### src/rtl/uart_pkg.sv
// Shared definitions for the UART receive path: FSM state codes, oversample
// ratio and the baud-tick divisor rounding helper.
package uart_pkg;

    localparam int unsigned OVERSAMPLE = 16;

    localparam logic [2:0] ST_IDLE     = 3'd0;
    localparam logic [2:0] ST_START    = 3'd1;
    localparam logic [2:0] ST_DATA     = 3'd2;
    localparam logic [2:0] ST_PARITY   = 3'd3;
    localparam logic [2:0] ST_STOP     = 3'd4;
    localparam logic [2:0] ST_ERR_WAIT = 3'd5;

    // Nearest-integer clocks per oversample tick.
    function automatic int unsigned os_divisor(input int unsigned clock_rate,
                                               input int unsigned baud_rate);
        return (clock_rate + (baud_rate * OVERSAMPLE) / 2) / (baud_rate * OVERSAMPLE);
    endfunction

endpackage

### src/rtl/meta_harden.sv
// Two-flop synchronizer for an asynchronous level; both stages reset to 1
// so an idle serial line is seen as idle straight out of reset.
module meta_harden (
    input  logic clk_dst,
    input  logic rst_dst_n,
    input  logic signal_src,
    output logic signal_dst
);

    logic signal_meta;

    always_ff @(posedge clk_dst or negedge rst_dst_n) begin
        if (!rst_dst_n) begin
            signal_meta <= 1'b1;
            signal_dst  <= 1'b1;
        end else begin
            signal_meta <= signal_src;
            signal_dst  <= signal_meta;
        end
    end

endmodule

### src/rtl/uart_rx_sampler.sv
// 16x oversampled UART receiver (8 data bits LSB first, 1 stop bit).
// Define UART_RX_PARITY_EN to expect one even-parity bit before STOP.
module uart_rx_sampler
    import uart_pkg::*;
#(
    parameter int unsigned CLOCK_RATE = 50_000_000,
    parameter int unsigned BAUD_RATE  = 57_600
) (
    input  logic       clk_rx,
    input  logic       rst_clk_rx,
    input  logic       rxd_i,
    output logic [7:0] rx_data,
    output logic       rx_data_rdy,
    output logic       frm_err,
    output logic       par_err
);

    localparam int unsigned OS_DIV = os_divisor(CLOCK_RATE, BAUD_RATE);
    localparam int unsigned DIV_W  = (OS_DIV > 1) ? $clog2(OS_DIV) : 1;
    localparam logic [DIV_W-1:0] DIV_LAST = DIV_W'(OS_DIV - 1);

    logic             rx_sync;
    logic [2:0]       state;
    logic [DIV_W-1:0] div_cnt;
    logic             tick;
    logic [3:0]       os_cnt;
    logic [2:0]       bit_cnt;
    logic [7:0]       data_sr;

    meta_harden u_meta_harden (
        .clk_dst    (clk_rx),
        .rst_dst_n  (rst_clk_rx),
        .signal_src (rxd_i),
        .signal_dst (rx_sync)
    );

    assign tick = (div_cnt == DIV_LAST);

    // Held at zero in IDLE so the sample phase is referenced to the start edge.
    always_ff @(posedge clk_rx or negedge rst_clk_rx) begin
        if (!rst_clk_rx) begin
            div_cnt <= '0;
        end else if (state == ST_IDLE || tick) begin
            div_cnt <= '0;
        end else begin
            div_cnt <= div_cnt + 1'b1;
        end
    end

`ifdef UART_RX_PARITY_EN
    logic par_bad;
    logic par_err_r;
    assign par_err = par_err_r;
`else
    assign par_err = 1'b0;
`endif

    always_ff @(posedge clk_rx or negedge rst_clk_rx) begin
        if (!rst_clk_rx) begin
            state       <= ST_IDLE;
            os_cnt      <= '0;
            bit_cnt     <= '0;
            data_sr     <= '0;
            rx_data     <= '0;
            rx_data_rdy <= 1'b0;
            frm_err     <= 1'b0;
`ifdef UART_RX_PARITY_EN
            par_bad     <= 1'b0;
            par_err_r   <= 1'b0;
`endif
        end else begin
            rx_data_rdy <= 1'b0;
            frm_err     <= 1'b0;
`ifdef UART_RX_PARITY_EN
            par_err_r   <= 1'b0;
`endif
            case (state)
                ST_IDLE: begin
                    os_cnt  <= '0;
                    bit_cnt <= '0;
                    if (!rx_sync) state <= ST_START;
                end
                ST_START: begin
                    if (tick) begin
                        if (os_cnt == 4'd7) begin
                            os_cnt <= '0;
                            state  <= rx_sync ? ST_IDLE : ST_DATA;
                        end else begin
                            os_cnt <= os_cnt + 1'b1;
                        end
                    end
                end
                ST_DATA: begin
                    if (tick) begin
                        os_cnt <= os_cnt + 1'b1;
                        if (os_cnt == 4'd15) begin
                            data_sr[bit_cnt] <= rx_sync;
                            if (bit_cnt == 3'd7) begin
                                bit_cnt <= '0;
`ifdef UART_RX_PARITY_EN
                                state   <= ST_PARITY;
`else
                                state   <= ST_STOP;
`endif
                            end else begin
                                bit_cnt <= bit_cnt + 1'b1;
                            end
                        end
                    end
                end
`ifdef UART_RX_PARITY_EN
                ST_PARITY: begin
                    if (tick) begin
                        os_cnt <= os_cnt + 1'b1;
                        if (os_cnt == 4'd15) begin
                            par_bad <= rx_sync ^ (^data_sr);
                            state   <= ST_STOP;
                        end
                    end
                end
`endif
                ST_STOP: begin
                    if (tick) begin
                        os_cnt <= os_cnt + 1'b1;
                        if (os_cnt == 4'd15) begin
                            if (rx_sync) begin
                                rx_data     <= data_sr;
                                rx_data_rdy <= 1'b1;
`ifdef UART_RX_PARITY_EN
                                par_err_r   <= par_bad;
`endif
                                state       <= ST_IDLE;
                            end else begin
                                frm_err <= 1'b1;
                                state   <= ST_ERR_WAIT;
                            end
                        end
                    end
                end
                ST_ERR_WAIT: begin
                    if (rx_sync) state <= ST_IDLE;
                end
                default: state <= ST_IDLE;
            endcase
        end
    end

endmodule

### config.mk
export PLATFORM = sky130hd
export DESIGN_NAME = uart_rx_sampler
export DESIGN_NICKNAME = d
export VERILOG_FILES = /design/src/rtl/uart_pkg.sv /design/src/rtl/meta_harden.sv /design/src/rtl/uart_rx_sampler.sv
export SDC_FILE = /design/constraint.sdc
export NUM_CORES = 1
export LEC_CHECK = 0
export ABC_AREA = 1
export CAP_MARGIN = 20
export CORE_ASPECT_RATIO = 0.5
export CORE_MARGIN = 8
export CORE_UTILIZATION = 45
export DETAILED_ROUTE_END_ITERATION = 12
export GPL_ROUTABILITY_DRIVEN = 1
export HOLD_SLACK_MARGIN = 0.08
export SETUP_SLACK_MARGIN = 0.4
export SLEW_MARGIN = 10
export SYNTH_ARGS = -nofsm -noshare
export SYNTH_HDL_FRONTEND = slang
export SYNTH_HIERARCHICAL = 1
export SYNTH_SLANG_ARGS = --single-unit
export TNS_END_PERCENT = 10
### constraint.sdc
create_clock -name clk_rx -period 4.19 [get_ports clk_rx]
set_input_delay 0.838 -clock clk_rx [delete_from_list [all_inputs] [get_ports clk_rx]]
set_output_delay 0.838 -clock clk_rx [all_outputs]
set_load 0.03 [all_outputs]
==> results_dict.tcl, run 1 <==
set metrics [dict create \
    pwr_density_cell_mw_per_mm2 312 \
    grt-ovfl-total 0 \
    drc 0 \
    synth_edf_count 0 \
    drtAntennaViolNets 0 \
    vias_per_cell 4.86 \
    yosys.cell_count.top_type "nand2_1" \
    clk_pin_slew_ns 0.07 \
    diodes 0 \
    drive_above_1_share_pct 8.68 \
    drv_slew 0 \
    dpl.hpwl_um 2450 \
    grt_pass1_vias 1391 \
    r2r_start "os_cnt[0]" \
    cts_sinks 36 \
    status "finished, final reports clean" \
    portBuffers 12 \
    crit_family "buffers and inverters" \
    yosys.area.top_type_share_pct 46.1 \
    worst_pin_slew_ns 0.574 \
    crit_fanout 2 \
    cts_tree "built" \
    postCtsHoldBufs 0 \
    min_from "u_meta_harden/signal_meta" \
    grtUsageTotal_pct 11.9 \
    ios 14 \
    rows 16 \
    setup_viol 0 \
    tns_ns 0 \
    cts-resized-gates 0 \
    max_slew_margin_pct 61.6 \
    regToRegEndpoint "data_sr[1]" \
    yosys_register_bits 36 \
    die_y_um 61.3 \
    period_needed_ns 2.16 \
    syn_to_final_growth_pct 14.2 \
    dieWidth_um 107 \
    synth_warnings 6 \
    p_leak_uw 0.00111 \
    synth_nets 234 \
    htreeDepth 2 \
    coreArea_mm2 0.00392 \
    finalCritPeriodShare_pct 51.5 \
    critical_path.cell_chain "clkdlybuf4s50_1" \
    min_path_cells 0 \
    initial_core_util_pct 47.1 \
    grt_setup_unrepaired "false" \
    dieArea_mm2 0.00653 \
    synthTopCellsByArea "dfrtp_1, nand2_1, nor2_1" \
    post_cts_buffers 0 \
    fin_cells 296 \
    dp_cells 288 \
    wire_per_inst_um 11.6 \
    startpoint_type "flip-flop" \
    synth_commonest_cells "nand2_1, dfrtp_1, nor2_1" \
    hold_path.class "reg2reg" \
    clock_latency_ns 0.28 \
    timing.fmax_mhz 463 \
    min_to "u_meta_harden/signal_dst" \
    ff2ff_setup_slack_ns 2.42 \
    ys_seq_area_share_pct 48.9 \
    r2r_cells 6 \
    syn_area_mm2 0.00185 \
    final_core_util_pct 53.8 \
    synthArstFlopShare_pct 100 \
    synthFlopType "dfrtp_1" \
    critPathSlowestCell "clkdlybuf4s50_1" \
    antenna_found_initial 0 \
    peakVddDrop_mv 0.168 \
    drt_iter0_drc 61 \
    avgSynthCellArea_um2 8.17 \
    ys_types 30 \
    hold_viol 0 \
    path_buf_inv 1 \
    clockRootBuffer "clkbuf_8" \
    crit_arrival_ns 1.32 \
    critical_path_class "reg2out" \
    grt_pass1_wl_um 6220 \
    vias 1439 \
    first_pass_iters 4 \
    synthCells 226 \
    maxCapViolCount 0 \
    drt-total-wl_um 3420 \
    fin_nets 249 \
    clk_path_buf_depth 2 \
    gp_congestion 0.794 \
    critical-path-max-stage-delay_ns 0.67 \
    grt_max_degree 37 \
    fin_worst_skew_ns 0.00457 \
    numCtsBuffers 5 \
    yosys.area.top_type "dfrtp_1" \
    required_ns 3.35 \
    endpoint_kind "primary output" \
]
[kinds of logic (layout without fill, tap and decap cells)]
family	count (synthesis)	count (layout)	share of synthesized area [%]
AND/OR/NAND/NOR	149	149	37.9
flip-flops	36	36	48.9
buffers and inverters	24	40	6.03
AO/OA/AOI/OAI	9	9	2.57
adder cells (fa/ha/maj)	5	5	3.39
XOR/XNOR	2	2	0.949
other	1	1	0.203
[state kept, by name, indices dropped and copies added, names as in the netlist, 3 cells and up]
register / count
bit_cnt: 3
data_sr: 8
div_cnt: 6
os_cnt: 4
rx_data: 8
state: 3
[cell usage in the layout, fill, tap and decap left out, types with 3 or more instances in the layout]
cell type        netlist  final
clkdlybuf4s50_1        0     12
a21oi_1                3      3
clkbuf_8               0      5
nand4_1               10     10
nand2_1               82     82
nor2_1                24     24
ha_1                   5      5
inv_1                 17     17
o21ai_0                4      4
dfrtp_1               34     34
nand3_2                4      4
nand3_1               16     16
[metal layers]
metal	up-vias	GRT usage [%]	share of wire (%)	wire length, um
met5	-	0	0	0
met2	21	20.6	44	1510
met1	663	14.1	50	1700
met3	5	4.28	5.4	185
met4	0	2.38	0.70	24
li1	750	-	-	-
[layout make-up]
type / count / area [um2]
clock buffer: 6 / 72.6
inverter: 19 / 71.3
tap: 54 / 67.6
timing repair buffer: 13 / 128
sequential: 36 / 903
multi-input combinational: 166 / 832
fill: 376 / 1810
clock inverter: 2 / 35.0
[report_power, final]
part	leakage [uW]	total (uW)	switching [uW]	internal, uW
combinational	0.000578	10.7	8.28	2.44
clock	0.0000552	296	120	177
sequential	0.000481	352	2.33	349
total	0.00111	658	130	528
[stage by stage]
step	instance area, um2	setup WS (ns)	power (uW)	hold WS [ns]
2_1_floorplan	1850	2.73	360	0.345
3_3_place_gp	2000	2.36	369	0.348
3_5_place_dp	2000	2.33	369	0.347
4_1_cts	2110	2.01	667	0.358
5_1_grt	2110	1.99	686	0.362
6_report	2110	2.03	658	0.356
[how the worst max path moves through the flow]
| stage | startpoint | to | slack, ns | cells past startpoint |
|---|---|---|---|---|
| global placement | rx_data[3] | rx_data[3] | 2.36 | 1 |
| CTS | rx_data[2] | rx_data[2] | 2.01 | 1 |
| global route | rx_data[2] | rx_data[2] | 1.99 | 1 |
| floorplan | os_cnt[0] | data_sr[5] | 2.73 | 7 |
| detailed placement | rx_data[2] | rx_data[2] | 2.33 | 1 |
| finish | rx_data[2] | rx_data[2] | 2.03 | 1 |
No activity file was read; power rests on OpenSTA's default activity.
==> run 2: changes to the inputs <==
--- a/config.mk
+++ b/config.mk
@@ -13,6 +13,7 @@
 export DETAILED_ROUTE_END_ITERATION = 12
 export GPL_ROUTABILITY_DRIVEN = 1
 export HOLD_SLACK_MARGIN = 0.08
+export PLACE_DENSITY = 0.66
 export SETUP_SLACK_MARGIN = 0.4
 export SLEW_MARGIN = 10
 export SYNTH_ARGS = -nofsm -noshare
==> constraint.sdc (replaced) <==
create_clock -name clk_rx -period 1.9 [get_ports clk_rx]
set_input_delay 0.38 -clock clk_rx [delete_from_list [all_inputs] [get_ports clk_rx]]
set_output_delay 0.38 -clock clk_rx [all_outputs]
set_load 0.03 [all_outputs]
==> results_dict.tcl, run 2 (same netlist as run 1, synthesis figures left out) <==
set metrics [dict create \
    maxCapViolCount 0 \
    rows 16 \
    drv_slew 0 \
    wire_per_inst_um 11.6 \
    met1_usage_pct 13.7 \
    first_pass_iters 4 \
    tns_ns 0 \
    fin_nets 253 \
    dpl.hpwl_um 2600 \
    grt_pass1_wl_um 6100 \
    final_cell_mix "nand2_1, dfrtp_1, nor2_1" \
    placed_cell_area_mm2 0.00203 \
    htreeDepth 2 \
    drc 0 \
    coreArea_mm2 0.00392 \
    ios 14 \
    syn_to_final_growth_pct 16.1 \
    cts_sinks 36 \
    numCtsBuffers 5 \
    hold_viol 0 \
    portBuffers 12 \
    antenna_found_initial 0 \
    dieWidth_um 107 \
    clock_latency_ns 0.29 \
    fin_worst_skew_ns 0.00596 \
    critical_path.cell_chain "clkdlybuf4s50_1" \
    critical_path_class "reg2out" \
    initial_core_util_pct 47.1 \
    post_cts_buffers 0 \
    finalCritPeriodShare_pct 89.1 \
    status "finished, final reports clean" \
    diodes 0 \
    finish.instance_area_mm2 0.00214 \
    vias_per_cell 4.84 \
    grt_pass1_vias 1367 \
    grt_setup_unrepaired "true" \
    path_buf_inv 1 \
    period_needed_ns 1.69 \
    required_ns 1.52 \
    peakVddDrop_mv 0.265 \
    met3_usage_pct 3.76 \
    clockRootBuffer "clkbuf_8" \
    met2_usage_pct 19.7 \
    critical-path-max-stage-delay_ns 0.67 \
    die_y_um 61.3 \
    clk_pin_slew_ns 0.07 \
    drt-total-wl_um 3480 \
    p_leak_uw 0.00121 \
    startpoint_type "flip-flop" \
    setup_viol 0 \
    final_common_cell "nand2_1" \
    grt-ovfl-total 0 \
    crit_family "buffers and inverters" \
    drive_above_1_share_pct 10.2 \
    gp_congestion 0.889 \
    pwr_density_cell_mw_per_mm2 686 \
    drtAntennaViolNets 0 \
    timing.fmax_mhz 590 \
    hold_path.class "reg2reg" \
    grtUsageTotal_pct 11.8 \
    vias 1453 \
    drt_iter0_drc 107 \
    largestRegisters "data_sr x8, rx_data x8, div_cnt x6" \
    dieArea_mm2 0.00653 \
    grt_max_degree 17 \
    cts_tree "built" \
    critPathSlowestCell "clkdlybuf4s50_1" \
    crit_arrival_ns 1.31 \
    busiest_layer "met2" \
    crit_fanout 2 \
    clk_path_buf_depth 2 \
    endpoint_kind "primary output" \
]
==> run 2: layer usage <==
metal  wire [um]  vias up
met5           0        -
met4          76        0
met3         139        8
met2        1570       20
met1        1700      666
li1            -      759
==> run 2: power by group <==
part / switching (uW) / internal (uW)
Combinational: 22.9 / 8.13
Clock: 280 / 389
Sequential: 0.880 / 770
Total: 304 / 1170
==> run 2: final timing paths <==
path | endpoint | startpoint | cells past startpoint | slack [ns]
setup / recovery | rx_data[2] | rx_data[2] | 1 | 0.21
setup reg to reg | data_sr[4] | os_cnt[0] | 7 | 0.36
max in group asynchronous | rx_data[5] | rst_clk_rx | 2 | 0.96
min in group asynchronous | rx_data[3] | rst_clk_rx | 1 | 0.39
hold reg to reg | u_meta_harden/signal_dst | u_meta_harden/signal_meta | 0 | 0.36
hold / removal | u_meta_harden/signal_dst | u_meta_harden/signal_meta | 0 | 0.36
==> run 2: cell type report <==
type                    count  area, um2
clock buffers               6       72.6
clock inverters             2       35.0
fillers                   372       1780
inverters                  19       71.3
multi-input cells         166        832
flip-flops and latches     36        903
well taps                  54       67.6
repair buffers             17        161
==> run 2: timing repair <==
action	CTS	global route
endpoints found under the setup margin	30	37
hold buffers	0	0
cloned	0	0
gates resized for setup	3	3
==> run 2: stage by stage <==
| step | instances | setup slack [ns] | total power (uW) | hold WS, ns | utilization (%) |
|---|---|---|---|---|---|
| 4_1_cts | 300 | 0.174 | 1490 | 0.360 | 54.4 |
| 6_report | 300 | 0.206 | 1470 | 0.357 | 54.6 |
| 3_5_place_dp | 292 | 0.359 | 817 | 0.350 | 51.8 |
| 5_1_grt | 300 | 0.163 | 1520 | 0.358 | 54.6 |
| 3_3_place_gp | 292 | 0.398 | 817 | 0.348 | 51.8 |
| 2_1_floorplan | 226 | 0.437 | 794 | 0.0844 | - |
==> run 3: changes to the inputs <==
--- a/config.mk
+++ b/config.mk
@@ -10,6 +10,7 @@
 export CORE_ASPECT_RATIO = 0.5
 export CORE_MARGIN = 8
 export CORE_UTILIZATION = 45
+export CTS_BUF_LIST = sky130_fd_sc_hd__clkbuf_2 sky130_fd_sc_hd__clkbuf_4 sky130_fd_sc_hd__clkbuf_8
 export DETAILED_ROUTE_END_ITERATION = 12
 export GPL_ROUTABILITY_DRIVEN = 1
 export HOLD_SLACK_MARGIN = 0.08
==> results_dict.tcl, run 3 (same netlist as run 1, synthesis figures left out) <==
set metrics [dict create \
    status "finished, final reports clean" \
    crit_family "buffers and inverters" \
    drtAntennaViolNets 0 \
    clockRootBuffer "clkbuf_8" \
    finish.instance_area_mm2 0.00215 \
    syn_to_final_growth_pct 16.3 \
    placed_cell_area_mm2 0.00203 \
    portBuffers 12 \
    cts_tree "built" \
    first_pass_iters 4 \
    hold_viol 0 \
    final_common_cell "nand2_1" \
    drt-total-wl_um 3480 \
    startpoint_type "flip-flop" \
    maxCapViolCount 0 \
    numCtsBuffers 5 \
    clock_latency_ns 0.29 \
    htreeDepth 2 \
    initial_core_util_pct 47.1 \
    wire_per_inst_um 11.6 \
    coreArea_mm2 0.00392 \
    critPathSlowestCell "clkdlybuf4s50_1" \
    finalCritPeriodShare_pct 89.1 \
    seq_area_um2 903 \
    crit_fanout 2 \
    required_ns 1.52 \
    largestRegisters "data_sr x8, rx_data x8, div_cnt x6" \
    multi_input_area_um2 832 \
    endpoint_kind "primary output" \
    fin_nets 253 \
    grtUsageTotal_pct 11.8 \
    grt_pass1_wl_um 6100 \
    vias_per_cell 4.84 \
    final_core_util_pct 54.7 \
    setup_viol 0 \
    antenna_found_initial 0 \
    final_cell_mix "nand2_1, dfrtp_1, nor2_1" \
    dieWidth_um 107 \
    post_cts_buffers 0 \
    gp_congestion 0.889 \
    crit_arrival_ns 1.31 \
    timing.fmax_mhz 590 \
    grt-ovfl-total 0 \
    p_leak_uw 0.00121 \
    grt_max_degree 17 \
    critical_path.cell_chain "clkdlybuf4s50_1" \
    tns_ns 0 \
    drt_iter0_drc 107 \
    hold_path.class "reg2reg" \
    critical-path-max-stage-delay_ns 0.67 \
    postCtsHoldBufs 0 \
    grt_setup_unrepaired "true" \
    pwr_density_cell_mw_per_mm2 692 \
    clk_path_buf_depth 2 \
    vias 1453 \
    dpl.hpwl_um 2600 \
    drive_above_1_share_pct 10.6 \
    fin_worst_skew_ns 0.00607 \
    die_y_um 61.3 \
    dieArea_mm2 0.00653 \
    cts_sinks 36 \
    clk_pin_slew_ns 0.07 \
    path_buf_inv 1 \
    peakVddDrop_mv 0.266 \
    drv_slew 0 \
    rows 16 \
    critical_path_class "reg2out" \
    grt_pass1_vias 1367 \
    period_needed_ns 1.69 \
    drc 0 \
    final.fill_count 372 \
    ios 14 \
    diodes 0 \
]
==> run 3: routing by layer <==
metal  vias up  routed length, um  part of all wire [%]  global-route usage, %
met3         8                139                   4.0                   3.76
met2        20               1570                    45                   19.7
met5         -                  0                     0                      0
met4         0                 76                   2.2                   6.53
met1       666               1700                    49                   13.7
li1        759                  -                     -                      -
==> run 3: cell type report <==
cell class                 count  area share, %
clock inverter                 2           1.63
sequential                    36           42.1
inverter                      19           3.32
clock buffer                   6           3.55
multi-input combinational    166           38.8
timing repair buffer          17           7.52
tap                           54           3.15
==> run 3: worst paths after layout <==
kind	start	end	slack, ns	cells after the start
min in group asynchronous	rst_clk_rx	rx_data[3]	0.39	1
setup / recovery	rx_data[2]	rx_data[2]	0.21	1
hold / removal	u_meta_harden/signal_meta	u_meta_harden/signal_dst	0.36	0
hold reg to reg	u_meta_harden/signal_meta	u_meta_harden/signal_dst	0.36	0
setup reg to reg	os_cnt[0]	data_sr[4]	0.36	7
max in group asynchronous	rst_clk_rx	rx_data[5]	0.96	2
==> run 3: report_power, final <==
| part | switching (uW) | internal (uW) |
|---|---|---|
| logic | 22.9 | 8.13 |
| registers | 0.880 | 770 |
| clock network | 280 | 404 |
| total | 304 | 1180 |
==> run 3: repair_timing <==
item                       4_1_cts  5_1_grt
gates resized for setup          3        3
pin swaps                        0        0
setup endpoints to repair       30       37
==> run 3: per-stage QoR <==
stage | hold WS (ns) | power [uW] | std cells | worst slack (ns)
final | 0.357 | 1490 | 300 | 0.206
after global routing | 0.358 | 1540 | 300 | 0.163
after CTS | 0.360 | 1500 | 300 | 0.174
after detailed placement | 0.350 | 817 | 292 | 0.359
after global placement | 0.348 | 817 | 292 | 0.398
after floorplan | 0.0844 | 794 | 226 | 0.437
